## src/rtl/decode_stage_if.sv

```systemverilog
// Handshake and data bundle between the decode stage and its neighbours (fetch, regfile,
// EXE/MEM/WB hazard taps). The slave modport is the decode stage itself.
interface decode_stage_if #(
  parameter int unsigned STALL_CNT_W = 32
);
  logic                   IF_over;
  logic [63:0]            IF_ID_bus;
  logic                   ID_allow_in;
  logic                   EXE_allow_in;
  logic                   cancel;
  logic [4:0]             rs_addr;
  logic [4:0]             rt_addr;
  logic [31:0]            rs_value;
  logic [31:0]            rt_value;
  logic [4:0]             EXE_wdest;
  logic [4:0]             MEM_wdest;
  logic [4:0]             WB_wdest;
  logic                   ID_over;
  logic [132:0]           ID_EXE_bus;
  logic [32:0]            jbr_bus;
  logic [STALL_CNT_W-1:0] stall_cnt;
  logic [31:0]            ID_pc;

  modport master (
    output IF_over, IF_ID_bus, EXE_allow_in, cancel, rs_value, rt_value,
           EXE_wdest, MEM_wdest, WB_wdest,
    input  ID_allow_in, rs_addr, rt_addr, ID_over, ID_EXE_bus, jbr_bus, stall_cnt, ID_pc
  );

  modport slave (
    input  IF_over, IF_ID_bus, EXE_allow_in, cancel, rs_value, rt_value,
           EXE_wdest, MEM_wdest, WB_wdest,
    output ID_allow_in, rs_addr, rt_addr, ID_over, ID_EXE_bus, jbr_bus, stall_cnt, ID_pc
  );
endinterface

```

## src/rtl/decode_stage.sv

```systemverilog
// MIPS decode stage: holds the fetched {pc, inst}, decodes it, resolves branches/jumps
// and interlocks on RAW hazards (no forwarding) before handing the bundle to EXE.
module decode_stage #(
  parameter int unsigned STALL_CNT_W = 32
) (
  input logic         clk,
  input logic         resetn,
  decode_stage_if.slave bus
);

  logic                   id_valid_q;
  logic [31:0]            pc_q;
  logic [31:0]            inst_q;
  logic [STALL_CNT_W-1:0] stall_cnt_q;

  logic                   id_allow_in;
  logic                   id_over;
  logic                   hazard;

  logic [5:0] op;
  logic [4:0] rs;
  logic [4:0] rt;
  logic [4:0] rd;
  logic [5:0] funct;

  assign op    = inst_q[31:26];
  assign rs    = inst_q[25:21];
  assign rt    = inst_q[20:16];
  assign rd    = inst_q[15:11];
  assign funct = inst_q[5:0];

  // Instruction class decode
  logic r_alu, shift_imm, is_jr, is_jalr, i_alu, is_load, is_store;
  logic is_beq, is_bne, is_bgez, is_bgtz, is_blez, is_bltz, is_j, is_jal;

  always_comb begin
    r_alu     = 1'b0;
    shift_imm = 1'b0;
    is_jr     = 1'b0;
    is_jalr   = 1'b0;
    i_alu     = 1'b0;
    is_load   = 1'b0;
    is_store  = 1'b0;
    is_beq    = 1'b0;
    is_bne    = 1'b0;
    is_bgez   = 1'b0;
    is_bgtz   = 1'b0;
    is_blez   = 1'b0;
    is_bltz   = 1'b0;
    is_j      = 1'b0;
    is_jal    = 1'b0;
    case (op)
      6'b000000: begin
        case (funct)
          6'b000000, 6'b000010, 6'b000011: begin
            r_alu     = 1'b1;
            shift_imm = 1'b1;
          end
          6'b000100, 6'b000110, 6'b000111,
          6'b100000, 6'b100001, 6'b100010, 6'b100011,
          6'b100100, 6'b100101, 6'b100110, 6'b100111,
          6'b101010, 6'b101011: r_alu = 1'b1;
          6'b001000: is_jr = 1'b1;
          6'b001001: is_jalr = 1'b1;
          default: ;
        endcase
      end
      6'b000001: begin
        case (rt)
          5'b00001: is_bgez = 1'b1;
          5'b00000: is_bltz = 1'b1;
          default: ;
        endcase
      end
      6'b000010: is_j    = 1'b1;
      6'b000011: is_jal  = 1'b1;
      6'b000100: is_beq  = 1'b1;
      6'b000101: is_bne  = 1'b1;
      6'b000110: is_blez = 1'b1;
      6'b000111: is_bgtz = 1'b1;
      6'b001000, 6'b001001, 6'b001010, 6'b001011,
      6'b001100, 6'b001101, 6'b001110, 6'b001111: i_alu = 1'b1;
      6'b100000, 6'b100001, 6'b100011, 6'b100100, 6'b100101: is_load = 1'b1;
      6'b101000, 6'b101001, 6'b101011: is_store = 1'b1;
      default: ;
    endcase
  end

  logic rs_used, rt_used;
  assign rs_used = (r_alu & ~shift_imm) | i_alu | is_load | is_store | is_beq | is_bne |
                   is_bgez | is_bgtz | is_blez | is_bltz | is_jr | is_jalr;
  assign rt_used = r_alu | is_store | is_beq | is_bne;

  logic [4:0] wdest;
  always_comb begin
    wdest = 5'd0;
    if (is_jal)                wdest = 5'd31;
    else if (is_jalr | r_alu)  wdest = rd;
    else if (i_alu | is_load)  wdest = rt;
  end

  // Register 0 is never a real producer, so it can never stall
  logic rs_hit, rt_hit;
  assign rs_hit = rs_used & (rs != 5'd0) &
                  ((rs == bus.EXE_wdest) | (rs == bus.MEM_wdest) | (rs == bus.WB_wdest));
  assign rt_hit = rt_used & (rt != 5'd0) &
                  ((rt == bus.EXE_wdest) | (rt == bus.MEM_wdest) | (rt == bus.WB_wdest));
  assign hazard = id_valid_q & (rs_hit | rt_hit);

  assign id_over     = id_valid_q & ~hazard & ~bus.cancel;
  assign id_allow_in = ~id_valid_q | (id_over & bus.EXE_allow_in);

  // Branch / jump resolution
  logic [31:0] bd_pc, br_target, j_target, target;
  logic        rs_eq_rt, rs_neg, rs_zero, taken, jbr_taken;

  assign bd_pc     = pc_q + 32'd4;
  assign br_target = bd_pc + {{14{inst_q[15]}}, inst_q[15:0], 2'b00};
  assign j_target  = {bd_pc[31:28], inst_q[25:0], 2'b00};
  assign rs_eq_rt  = bus.rs_value == bus.rt_value;
  assign rs_neg    = bus.rs_value[31];
  assign rs_zero   = bus.rs_value == 32'd0;

  assign taken = (is_beq & rs_eq_rt) | (is_bne & ~rs_eq_rt) | (is_bgez & ~rs_neg) |
                 (is_bgtz & ~rs_neg & ~rs_zero) | (is_blez & (rs_neg | rs_zero)) |
                 (is_bltz & rs_neg) | is_j | is_jal | is_jr | is_jalr;

  always_comb begin
    target = br_target;
    if (is_j | is_jal)         target = j_target;
    else if (is_jr | is_jalr)  target = bus.rs_value;
  end

  // Redirect only on the cycle the control instruction leaves, so fetch sees one pulse
  assign jbr_taken = taken & id_over & bus.EXE_allow_in;

  always_ff @(posedge clk) begin
    if (!resetn) begin
      id_valid_q  <= 1'b0;
      pc_q        <= 32'd0;
      inst_q      <= 32'd0;
      stall_cnt_q <= '0;
    end else begin
      if (bus.cancel)       id_valid_q <= 1'b0;
      else if (id_allow_in) id_valid_q <= bus.IF_over;
      if (bus.IF_over & id_allow_in & ~bus.cancel) begin
        pc_q   <= bus.IF_ID_bus[63:32];
        inst_q <= bus.IF_ID_bus[31:0];
      end
      if (hazard & ~bus.cancel) stall_cnt_q <= stall_cnt_q + STALL_CNT_W'(1);
    end
  end

  assign bus.ID_allow_in = id_allow_in;
  assign bus.ID_over     = id_over;
  assign bus.rs_addr     = rs;
  assign bus.rt_addr     = rt;
  assign bus.ID_EXE_bus  = {pc_q, inst_q, bus.rs_value, bus.rt_value, wdest};
  assign bus.jbr_bus     = {jbr_taken, jbr_taken ? target : 32'd0};
  assign bus.stall_cnt   = stall_cnt_q;
  assign bus.ID_pc       = pc_q;

endmodule

```

## src/flat_wrapper.sv

```systemverilog
// flat-port wrapper written by rule: the top's interface ports become plain ports
module decode_stage_flat 
#(
  parameter int unsigned STALL_CNT_W = 32
)
  (clk, resetn, bus_IF_over, bus_IF_ID_bus, bus_EXE_allow_in, bus_cancel, bus_rs_value, bus_rt_value, bus_EXE_wdest, bus_MEM_wdest, bus_WB_wdest, bus_ID_allow_in, bus_rs_addr, bus_rt_addr, bus_ID_over, bus_ID_EXE_bus, bus_jbr_bus, bus_stall_cnt, bus_ID_pc);
  decode_stage_if #(.STALL_CNT_W(STALL_CNT_W)) bus_i ();
  input logic clk;
  input logic resetn;
  input wire logic [$bits(bus_i.IF_over)-1:0] bus_IF_over;
  input wire logic [$bits(bus_i.IF_ID_bus)-1:0] bus_IF_ID_bus;
  input wire logic [$bits(bus_i.EXE_allow_in)-1:0] bus_EXE_allow_in;
  input wire logic [$bits(bus_i.cancel)-1:0] bus_cancel;
  input wire logic [$bits(bus_i.rs_value)-1:0] bus_rs_value;
  input wire logic [$bits(bus_i.rt_value)-1:0] bus_rt_value;
  input wire logic [$bits(bus_i.EXE_wdest)-1:0] bus_EXE_wdest;
  input wire logic [$bits(bus_i.MEM_wdest)-1:0] bus_MEM_wdest;
  input wire logic [$bits(bus_i.WB_wdest)-1:0] bus_WB_wdest;
  output wire logic [$bits(bus_i.ID_allow_in)-1:0] bus_ID_allow_in;
  output wire logic [$bits(bus_i.rs_addr)-1:0] bus_rs_addr;
  output wire logic [$bits(bus_i.rt_addr)-1:0] bus_rt_addr;
  output wire logic [$bits(bus_i.ID_over)-1:0] bus_ID_over;
  output wire logic [$bits(bus_i.ID_EXE_bus)-1:0] bus_ID_EXE_bus;
  output wire logic [$bits(bus_i.jbr_bus)-1:0] bus_jbr_bus;
  output wire logic [$bits(bus_i.stall_cnt)-1:0] bus_stall_cnt;
  output wire logic [$bits(bus_i.ID_pc)-1:0] bus_ID_pc;
  assign bus_i.IF_over = bus_IF_over;
  assign bus_i.IF_ID_bus = bus_IF_ID_bus;
  assign bus_i.EXE_allow_in = bus_EXE_allow_in;
  assign bus_i.cancel = bus_cancel;
  assign bus_i.rs_value = bus_rs_value;
  assign bus_i.rt_value = bus_rt_value;
  assign bus_i.EXE_wdest = bus_EXE_wdest;
  assign bus_i.MEM_wdest = bus_MEM_wdest;
  assign bus_i.WB_wdest = bus_WB_wdest;
  assign bus_ID_allow_in = bus_i.ID_allow_in;
  assign bus_rs_addr = bus_i.rs_addr;
  assign bus_rt_addr = bus_i.rt_addr;
  assign bus_ID_over = bus_i.ID_over;
  assign bus_ID_EXE_bus = bus_i.ID_EXE_bus;
  assign bus_jbr_bus = bus_i.jbr_bus;
  assign bus_stall_cnt = bus_i.stall_cnt;
  assign bus_ID_pc = bus_i.ID_pc;
  decode_stage #(.STALL_CNT_W(STALL_CNT_W)) u_core (.clk(clk), .resetn(resetn), .bus(bus_i));
endmodule
```

## config.mk

```make
export PLATFORM = sky130hd
export DESIGN_NAME = decode_stage_flat
export DESIGN_NICKNAME = d
export VERILOG_FILES = /design/src/rtl/decode_stage_if.sv /design/src/rtl/decode_stage.sv /design/src/flat_wrapper.sv
export SDC_FILE = /design/constraint.sdc
export NUM_CORES = 1
export LEC_CHECK = 0
export CORE_AREA = 2 2 152 154
export CTS_BUF_LIST = sky130_fd_sc_hd__clkbuf_4
export DETAILED_ROUTE_END_ITERATION = 8
export DIE_AREA = 0 0 154 156
export GPL_TIMING_DRIVEN = 0
export PLACE_DENSITY = 0.83
export SYNTH_ARGS = -nofsm -noshare
export SYNTH_HDL_FRONTEND = slang
export SYNTH_SLANG_ARGS = --single-unit
```

## constraint.sdc

```tcl
create_clock -name clk -period 12.4 [get_ports clk]
set_clock_uncertainty 0.1 [all_clocks]
set_input_delay 2.48 -clock clk [delete_from_list [all_inputs] [get_ports clk]]
set_output_delay 2.48 -clock clk [all_outputs]
set_load 0.05 [all_outputs]
```

; ---- Word level (Yosys, flattened, before mapping)
; Cells that the tools add are included.
[totals]
out_inout_bits = 242
ff_bits = 97
elab_cells = 157
[classes]
n_mux = 27
reduce_logical = 12
bitwise = 63
addsub = 3
eq_ne = 48
[op_table]
columns = cell, count
row1 = $eq A6 B6 Y1 const B, 18
row2 = $mux W32, 3
row3 = $eq A6 B4 Y1 const B, 10
row4 = $eq A6 B3 Y1 const B, 7
row5 = $or A1 B1 Y1, 34
row6 = $add A32 B1 Y32 const B, 1
row7 = $add A32 B3 Y32 const B, 1
row8 = $add A32 B32 Y32, 1
row9 = $eq A32 B32 Y1, 1
row10 = $logic_not A32 Y1, 1
row11 = $eq A5 B5 Y1, 6
row12 = $eq A6 B2 Y1 const B, 4
row13 = $and A1 B1 Y1, 21
row14 = $mux W1, 21
row15 = $reduce_or A16 Y1, 1
row16 = $mux W5, 3
row17 = $logic_not A6 Y1, 2
row18 = $reduce_bool A5 Y1, 2
row19 = $not A1 Y1, 8
row20 = $reduce_or A8 Y1, 1
row21 = $eq A6 B1 Y1 const B, 1
row22 = $reduce_or A3 Y1, 2
row23 = $eq A5 B1 Y1 const B, 1
row24 = $logic_not A5 Y1, 1
row25 = other kinds (2), 2

; ---- Logic depth before layout (Yosys ltp)
; Gate-level depths: netlist of run 1.
[depth]
ltp_word = 28
ltp_mapped = 15
mapped_depth_nobuf = 15

; ---- Worst setup path before layout of run 1
; No wires, ideal clock.
[synth_path]
path_kind = input-to-output
start = input bus_EXE_wdest[0]
end = output bus_jbr_bus[10]
n_path_buf = 2
slack_ns = 4.622
stages = 9
arrival_ns = 5.198
required_ns = 9.820
cell_sequence = xnor2_1 -> nand3_1 -> o22ai_1 -> o221ai_1 -> o211ai_2 -> or4b_1 -> buf_2 -> buf_2 -> a311oi_1
[synth_via]
elab_chain_cells = 12
elab_cells_between_ends = 16
cone_classes = eq/ne (2) / mux (1) / bitwise (13)
[synth_lines]
columns = item, line
row1 = "start, declared", flat_wrapper.sv:16  ; input wire logic [$bits(bus_i.EXE_wdest)-1:0] bus_EXE_wdest;
row2 = "$eq A5 B5 Y1, on equally long branches", "decode_stage.sv:105, decode_stage.sv:107"
row3 = "$or A1 B1 Y1, on equally long branches (2 in series)", "decode_stage.sv:105, decode_stage.sv:107"
row4 = "$and A1 B1 Y1, on equally long branches", "decode_stage.sv:104, decode_stage.sv:106"
row5 = $or A1 B1 Y1 *, decode_stage.sv:108  ; assign hazard = id_valid_q & (rs_hit | rt_hit);
row6 = $and A1 B1 Y1 *, decode_stage.sv:108
row7 = $not A1 Y1 *, decode_stage.sv:110  ; assign id_over = id_valid_q & ~hazard & ~bus.cancel;
row8 = $and A1 B1 Y1 * (2 in series), decode_stage.sv:110
row9 = $and A1 B1 Y1 * (2 in series), decode_stage.sv:135  ; assign jbr_taken = taken & id_over & bus.EXE_allow_in;
row10 = $mux W32 *, decode_stage.sv:159  ; assign bus.jbr_bus = {jbr_taken, jbr_taken ? target : 32'd0};
row11 = "end, declared", flat_wrapper.sv:24  ; output wire logic [$bits(bus_i.jbr_bus)-1:0] bus_jbr_bus;
; Mark *: on every way between the ends. The rest lies on a longest branch, timed or not.

; ---- Final worst setup path of run 1
[layout_path]
start = input bus_rs_value[0]
end = output bus_jbr_bus[20]
[layout_via]
elab_chain_cells = 15
elab_cells_between_ends = 21
cone_classes = eq/ne (1) / mux (1) / bitwise (18) / reduce/logical (1)
[layout_lines]
columns = item, line
row1 = "start, declared", flat_wrapper.sv:14  ; input wire logic [$bits(bus_i.rs_value)-1:0] bus_rs_value;
row2 = $eq A32 B32 Y1, decode_stage.sv:120  ; assign rs_eq_rt = bus.rs_value == bus.rt_value;
row3 = $not A1 Y1, decode_stage.sv:124  ; assign taken = (is_beq & rs_eq_rt) | (is_bne & ~rs_eq_rt) | (is_bgez & ~rs_neg) |
row4 = $and A1 B1 Y1, decode_stage.sv:124
row5 = $or A1 B1 Y1 (3 in series), decode_stage.sv:124
row6 = $or A1 B1 Y1 * (2 in series), decode_stage.sv:125  ; (is_bgtz & ~rs_neg & ~rs_zero) | (is_blez & (rs_neg | rs_zero)) |
row7 = $or A1 B1 Y1 * (4 in series), decode_stage.sv:126  ; (is_bltz & rs_neg) | is_j | is_jal | is_jr | is_jalr;
row8 = $and A1 B1 Y1 * (2 in series), decode_stage.sv:135
row9 = $mux W32 *, decode_stage.sv:159
; Marked as above.

==> out/results.ini, run 1 <==
[clock_tree]
root_buffer=clkbuf_4
numCtsBuffers=9
cts_max_level=3
postCtsHoldBufs=0
clock_latency_ns=0.51
clk_pin_slew_ns=0.18
tritoncts=built
cts.sinks=97
clock_path_buffers=2
cts_setup_buffers=0
ctsResizeCount=0

[drt]
num_vias=10413
drt_iter0_drc=614
antenna_left=0
first_pass_iters=5
route.detailed.drc=0
avgRoutedWirePerCell_um=20.73
via_per_inst=5.557
wirelength_um=38850

[floorplan]
die_w_um=154
die_y_um=156
num_rows=55
initial_core_util=0.3902
pin_count=390
core_mm2=0.02237
die-area_mm2=0.02402

[yosys]
synth_edf_count=0
synthSimpleGateAreaFrac=0.2648
yosys_warnings=0
ys_ff_latch=97
synth_ff_type=dfxtp_1
syn_inst=1183
async_flop_share=0
synth-compound-area-share=0.1973
synth-adder-area-share=0.04674
ys_seq_area_frac=0.2225
synth_top_family_by_area=simple AND/OR/NAND/NOR gates
syn-cell-area_mm2=0.008727
synthXorXnorAreaFrac=0.1170
muxShareOfSynthArea=0.01391
syn_avg_cell_area_um2=7.377
synth_cell_types=69
synth_nets=1363

[setup_path]
path_cells=clkdlybuf4s50_1 -> xnor2_1 -> nand4_1 -> nor4_1 -> nand3_1 -> nand4b_1 -> or4b_1 -> buf_2 -> buf_2 -> a211oi_1 -> clkdlybuf4s50_1
crit_type=in2out
worstPathRequired_ns=9.82
cp.arrival_ns=6.70
crit_slowest_cell=clkdlybuf4s50_1
crit_fanout=10
crit_path_end_kind=output pin
max_stage_delay_ns=0.93
ff2ff_setup_slack_ns=9.15
cp-start-kind=input pin

[placement]
hpwl_um=32400
pre_cts_slack_ns=3.145
dp_cells=1856
place.gp.congestion=0.9947
io_buffers=388
place_area_mm2=0.01297

[sta]
fin_crit_sh=0.7483
max_slew_margin=0.3635
fmax_ghz=0.1078
whs_ns=0.4011
rsz0062_at_grt=no
setup_tns_ns=0
finalCriticalPeriod_ns=9.279
tightestPinTransition_ns=0.9535
setup_slack_ns=3.121
maxSlewViolCount=0
finalHoldViolCount=0
finalSetupViolCount=0

[cells_and_area]
drive_above_1_share=0.1040
design_area_mm2=0.01310
area_growth_pct=50.12
ff_latch_area_mm2=0.001942
fillers=2076
postLayoutCoreUtil=0.5858
instances_no_fill=1874
multi_input_area_mm2=0.005583
final_cell_mix=clkdlybuf4s50_1 (388), nand2_1 (151), nand3_1 (116), buf_4 (108), dfxtp_1 (97)
final_common_cell=clkdlybuf4s50_1
final_nets=1762

[grt]
grt_pass1_wl_um=57130
antenna_found_initial=4
grt_pass1_vias=9719
globalRouteOverflowTotal=0
grt_usage=0.3077
grt_max_degree=20

[power]
cellPowerDensity_mw_per_mm2=69.67
leakagePower_nw=4.967
peakVddDrop_mv=0.05730
p_total_mw=0.9127

[worst_hold_path]
hp-class=reg2reg

[outcome]
status=finished clean

[run]
max-cap-violations=0

sequential cells by signal, summed over array words and instances (netlist names):
name	count
u_core.bus.ID_pc	32
u_core.bus.stall_cnt	32
u_core.id_valid_q	1
u_core.inst_q	32
cells in the mapped netlist (all sizes together), types with 2 or more instances:
cell	count	area share
and4	9	0.0090
nor4	19	0.017
clkbuf	37	0.016
o221ai	2	0.0020
o41ai	6	0.0060
a31o	3	0.0030
nor3b	3	0.0026
o311ai	7	0.0070
nor2b	8	0.0057
or4b	2	0.0023
o21a	7	0.0060
and3	8	0.0057
a221o	7	0.0080
or4	2	0.0017
nand4	25	0.018
o22ai	4	0.0036
a211oi	17	0.016
and2	13	0.0093
inv	20	0.0086
xor2	19	0.019
mux2i	11	0.013
o31ai	12	0.010
nand3	116	0.067
dfxtp	97	0.22
o211ai	18	0.016
a31oi	5	0.0036
a21o	18	0.015
nor3	11	0.0069
o21bai	2	0.0017
nand2	151	0.065
ha	31	0.044
or3	8	0.0057
nand2b	26	0.019
a221oi	3	0.0030
o21ai	92	0.053
buf	144	0.11
a21oi	40	0.023
a311oi	12	0.013
nor2	59	0.025
xnor2	95	0.095
report_power, final:
part / internal [mW] / switching (mW)
Sequential: 0.322 / 0.0214
Combinational: 0.163 / 0.235
Clock: 0.0453 / 0.125
Total: 0.531 / 0.382
worst max-delay path: cells and delay by family:
family          cells  cell delay, ns
compound gates      1            0.56
xor+xnor            1            0.40
buf+inv             4            1.82
simple gates        5            1.43
final cells by class:
class | instances | share of cell area
Antenna cell | 2 | 0.0003820
Buffer | 181 | 0.08605
Clock buffer | 9 | 0.005157
Clock inverter | 7 | 0.004680
Inverter | 20 | 0.005730
Multi-Input combinational cell | 885 | 0.4261
Sequential cell | 97 | 0.1482
Tap cell | 285 | 0.02722
Timing Repair Buffer | 388 | 0.2964
cells by family (layout without fill, tap and decap cells):
family | count (synthesis) | after routing
compound gates | 261 | 261
simple gates | 465 | 465
buf+inv | 201 | 605
other cells | 0 | 2
xor+xnor | 115 | 115
mux | 12 | 12
fa+ha+maj | 32 | 32
flops | 97 | 97
path summary, 6_finish.rpt:
check / start / end / cells past startpoint
hold reg to reg: u_core.bus.stall_cnt[27] / u_core.bus.stall_cnt[27] / 2
setup reg to reg: u_core.inst_q[26] / u_core.bus.ID_pc[3] / 11
setup / recovery: bus_rs_value[0] / bus_jbr_bus[20] / 11
hold / removal: u_core.bus.stall_cnt[27] / u_core.bus.stall_cnt[27] / 2
per-layer routing:
| metal | global-route usage | share of wire |
|---|---|---|
| met1 | 0.3580 | 0.39 |
| met2 | 0.5554 | 0.49 |
| met3 | 0.05583 | 0.074 |
| met4 | 0.1291 | 0.043 |
| met5 | 0 | 0.00033 |
Power figures use the tool's default switching activity.
==> run 2: changes to the inputs <==
--- a/config.mk
+++ b/config.mk
@@ -5,12 +5,12 @@
 export SDC_FILE = /design/constraint.sdc
 export NUM_CORES = 1
 export LEC_CHECK = 0
-export CORE_AREA = 2 2 152 154
+export CORE_AREA = 2 2 151 153
 export CTS_BUF_LIST = sky130_fd_sc_hd__clkbuf_4
 export DETAILED_ROUTE_END_ITERATION = 8
-export DIE_AREA = 0 0 154 156
+export DIE_AREA = 0 0 153 155
 export GPL_TIMING_DRIVEN = 0
-export PLACE_DENSITY = 0.83
+export PLACE_DENSITY = 0.87
 export SYNTH_ARGS = -nofsm -noshare
 export SYNTH_HDL_FRONTEND = slang
 export SYNTH_SLANG_ARGS = --single-unit
==> constraint.sdc (replaced) <==
create_clock -name clk -period 8.12 [get_ports clk]
set_clock_uncertainty 0.1 [all_clocks]
set_input_delay 1.624 -clock clk [delete_from_list [all_inputs] [get_ports clk]]
set_output_delay 1.624 -clock clk [all_outputs]
set_load 0.05 [all_outputs]
==> out/results.ini, run 2 (synthesis results as in run 1) <==
[clock_tree]
clock_latency_ns=0.51
clock_path_buffers=2
root_buffer=clkbuf_4
postCtsHoldBufs=0
ctsResizeCount=0
tritoncts=built
clk_pin_slew_ns=0.18
cts_setup_buffers=0
numCtsBuffers=9
cts.sinks=97
cts_max_level=3

[setup_path]
max_stage_delay_ns=0.92
crit_fanout=8
crit_path_end_kind=output pin
worstPathRequired_ns=6.40
crit_type=reg2out
crit_slowest_cell=clkdlybuf4s50_1
path_cells=ha_1 -> nand3_1 -> nor4_2 -> nand2_1 -> xnor2_1 -> ha_1 -> clkbuf_1 -> a21o_1 -> a21o_1 -> a221o_1 -> a32oi_1 -> nand2_1 -> o221ai_1 -> mux2i_1 -> a221oi_1 -> clkdlybuf4s50_1
cp-start-kind=flip-flop
cp.arrival_ns=5.97

[grt]
antenna_found_initial=4
grt_max_degree=20
grt_pass1_vias=10027
grt_usage=0.3160
grt_pass1_wl_um=58430
globalRouteOverflowTotal=0

[sta]
whs_ns=0.4141
finalHoldViolCount=0
finalSetupViolCount=0
max_slew_margin=0.3410
rsz0062_at_grt=no
maxSlewViolCount=0
tightestPinTransition_ns=0.9871
finalCriticalPeriod_ns=7.693
fmax_ghz=0.1300
fin_crit_sh=0.9474
setup_tns_ns=0

[run]
max-cap-violations=0

[cells_and_area]
drive_above_1_share=0.1046
final_nets=1762
area_growth_pct=50.38
final_common_cell=clkdlybuf4s50_1
final_cell_mix=clkdlybuf4s50_1 (388), nand2_1 (151), nand3_1 (116), buf_4 (108), dfxtp_1 (97)

[floorplan]
num_rows=55
die-area_mm2=0.02372
die_w_um=153
core_mm2=0.02223
pin_count=390
die_y_um=155
initial_core_util=0.3926

[power]
peakVddDrop_mv=0.08655
cellPowerDensity_mw_per_mm2=108.2
pwr-share-comb=0.428
p_total_mw=1.420
leakagePower_nw=4.976
swShare=0.4062
p_int_mw=0.8429
clockPowerShare=0.201
seqPwrFrac=0.370
power.switching_mw=0.5767

[worst_hold_path]
hp-class=reg2reg

[drt]
via_per_inst=5.552
first_pass_iters=6
avgRoutedWirePerCell_um=20.88
drt_iter0_drc=796
route.detailed.drc=0
num_vias=10410
antenna_left=0
wirelength_um=39160

[placement]
hpwl_um=32500
io_buffers=388
place.gp.congestion=1.007

[outcome]
status=finished clean

## run 2: cell type report
class	instances	area, um2
multi-input cells	885	5583
flip-flops and latches	97	1942
fillers	2053	9104
clock inverters	6	73.82
well taps	285	356.6
diodes	3	7.507
plain buffers	181	1127
clock buffers	10	75.07
repair buffers	388	3884
inverters	20	75.07
## run 2: critical path: cells and delay by family (launching register included)
| kind | cells | cell delay, ns |
|---|---|---|
| buf+inv | 2 | 1.10 |
| mux | 1 | 0.14 |
| compound gates | 6 | 1.80 |
| fa+ha+maj | 2 | 0.54 |
| xor+xnor | 1 | 0.30 |
| simple gates | 4 | 1.00 |
| flops | 1 | 0.58 |
## run 2: power groups by stage
stage | registers [mW] | logic, mW | clock network [mW]
2_1_floorplan | 0.576 | 0.313 | 0
3_3_place_gp | 0.535 | 0.596 | 0
4_1_cts | 0.525 | 0.604 | 0.289
3_5_place_dp | 0.535 | 0.603 | 0
6_report | 0.526 | 0.608 | 0.286
5_1_grt | 0.528 | 0.638 | 0.306
## run 2: worst paths after layout
path,startpoint,end,slack (ns),cells after the start
setup / recovery,u_core.bus.ID_pc[2],bus_jbr_bus[31],0.43,16
hold / removal,u_core.bus.stall_cnt[26],u_core.bus.stall_cnt[26],0.41,2
setup reg to reg,u_core.inst_q[26],u_core.inst_q[29],4.80,11
hold reg to reg,u_core.bus.stall_cnt[26],u_core.bus.stall_cnt[26],0.41,2
## run 2: stage by stage
step / setup slack [ns] / utilization / instances / cell area, um2
floorplan: 1.514 / - / 1183 / 8727
global placement: 0.6590 / 0.5834 / 1856 / 12970
detailed placement: 0.6574 / 0.5834 / 1856 / 12970
CTS: 0.4689 / 0.5901 / 1872 / 13120
global route: 0.08992 / 0.5903 / 1874 / 13120
finish: 0.4271 / 0.5904 / 1875 / 13120
## run 2: layer usage
metal  GRT usage  part of all wire  up-vias
li1            -                 -     4926
met1      0.3732              0.39     4860
met2      0.5601              0.49      524
met3     0.04791             0.071      100
met4      0.1565             0.047        0
met5           0                 0        -
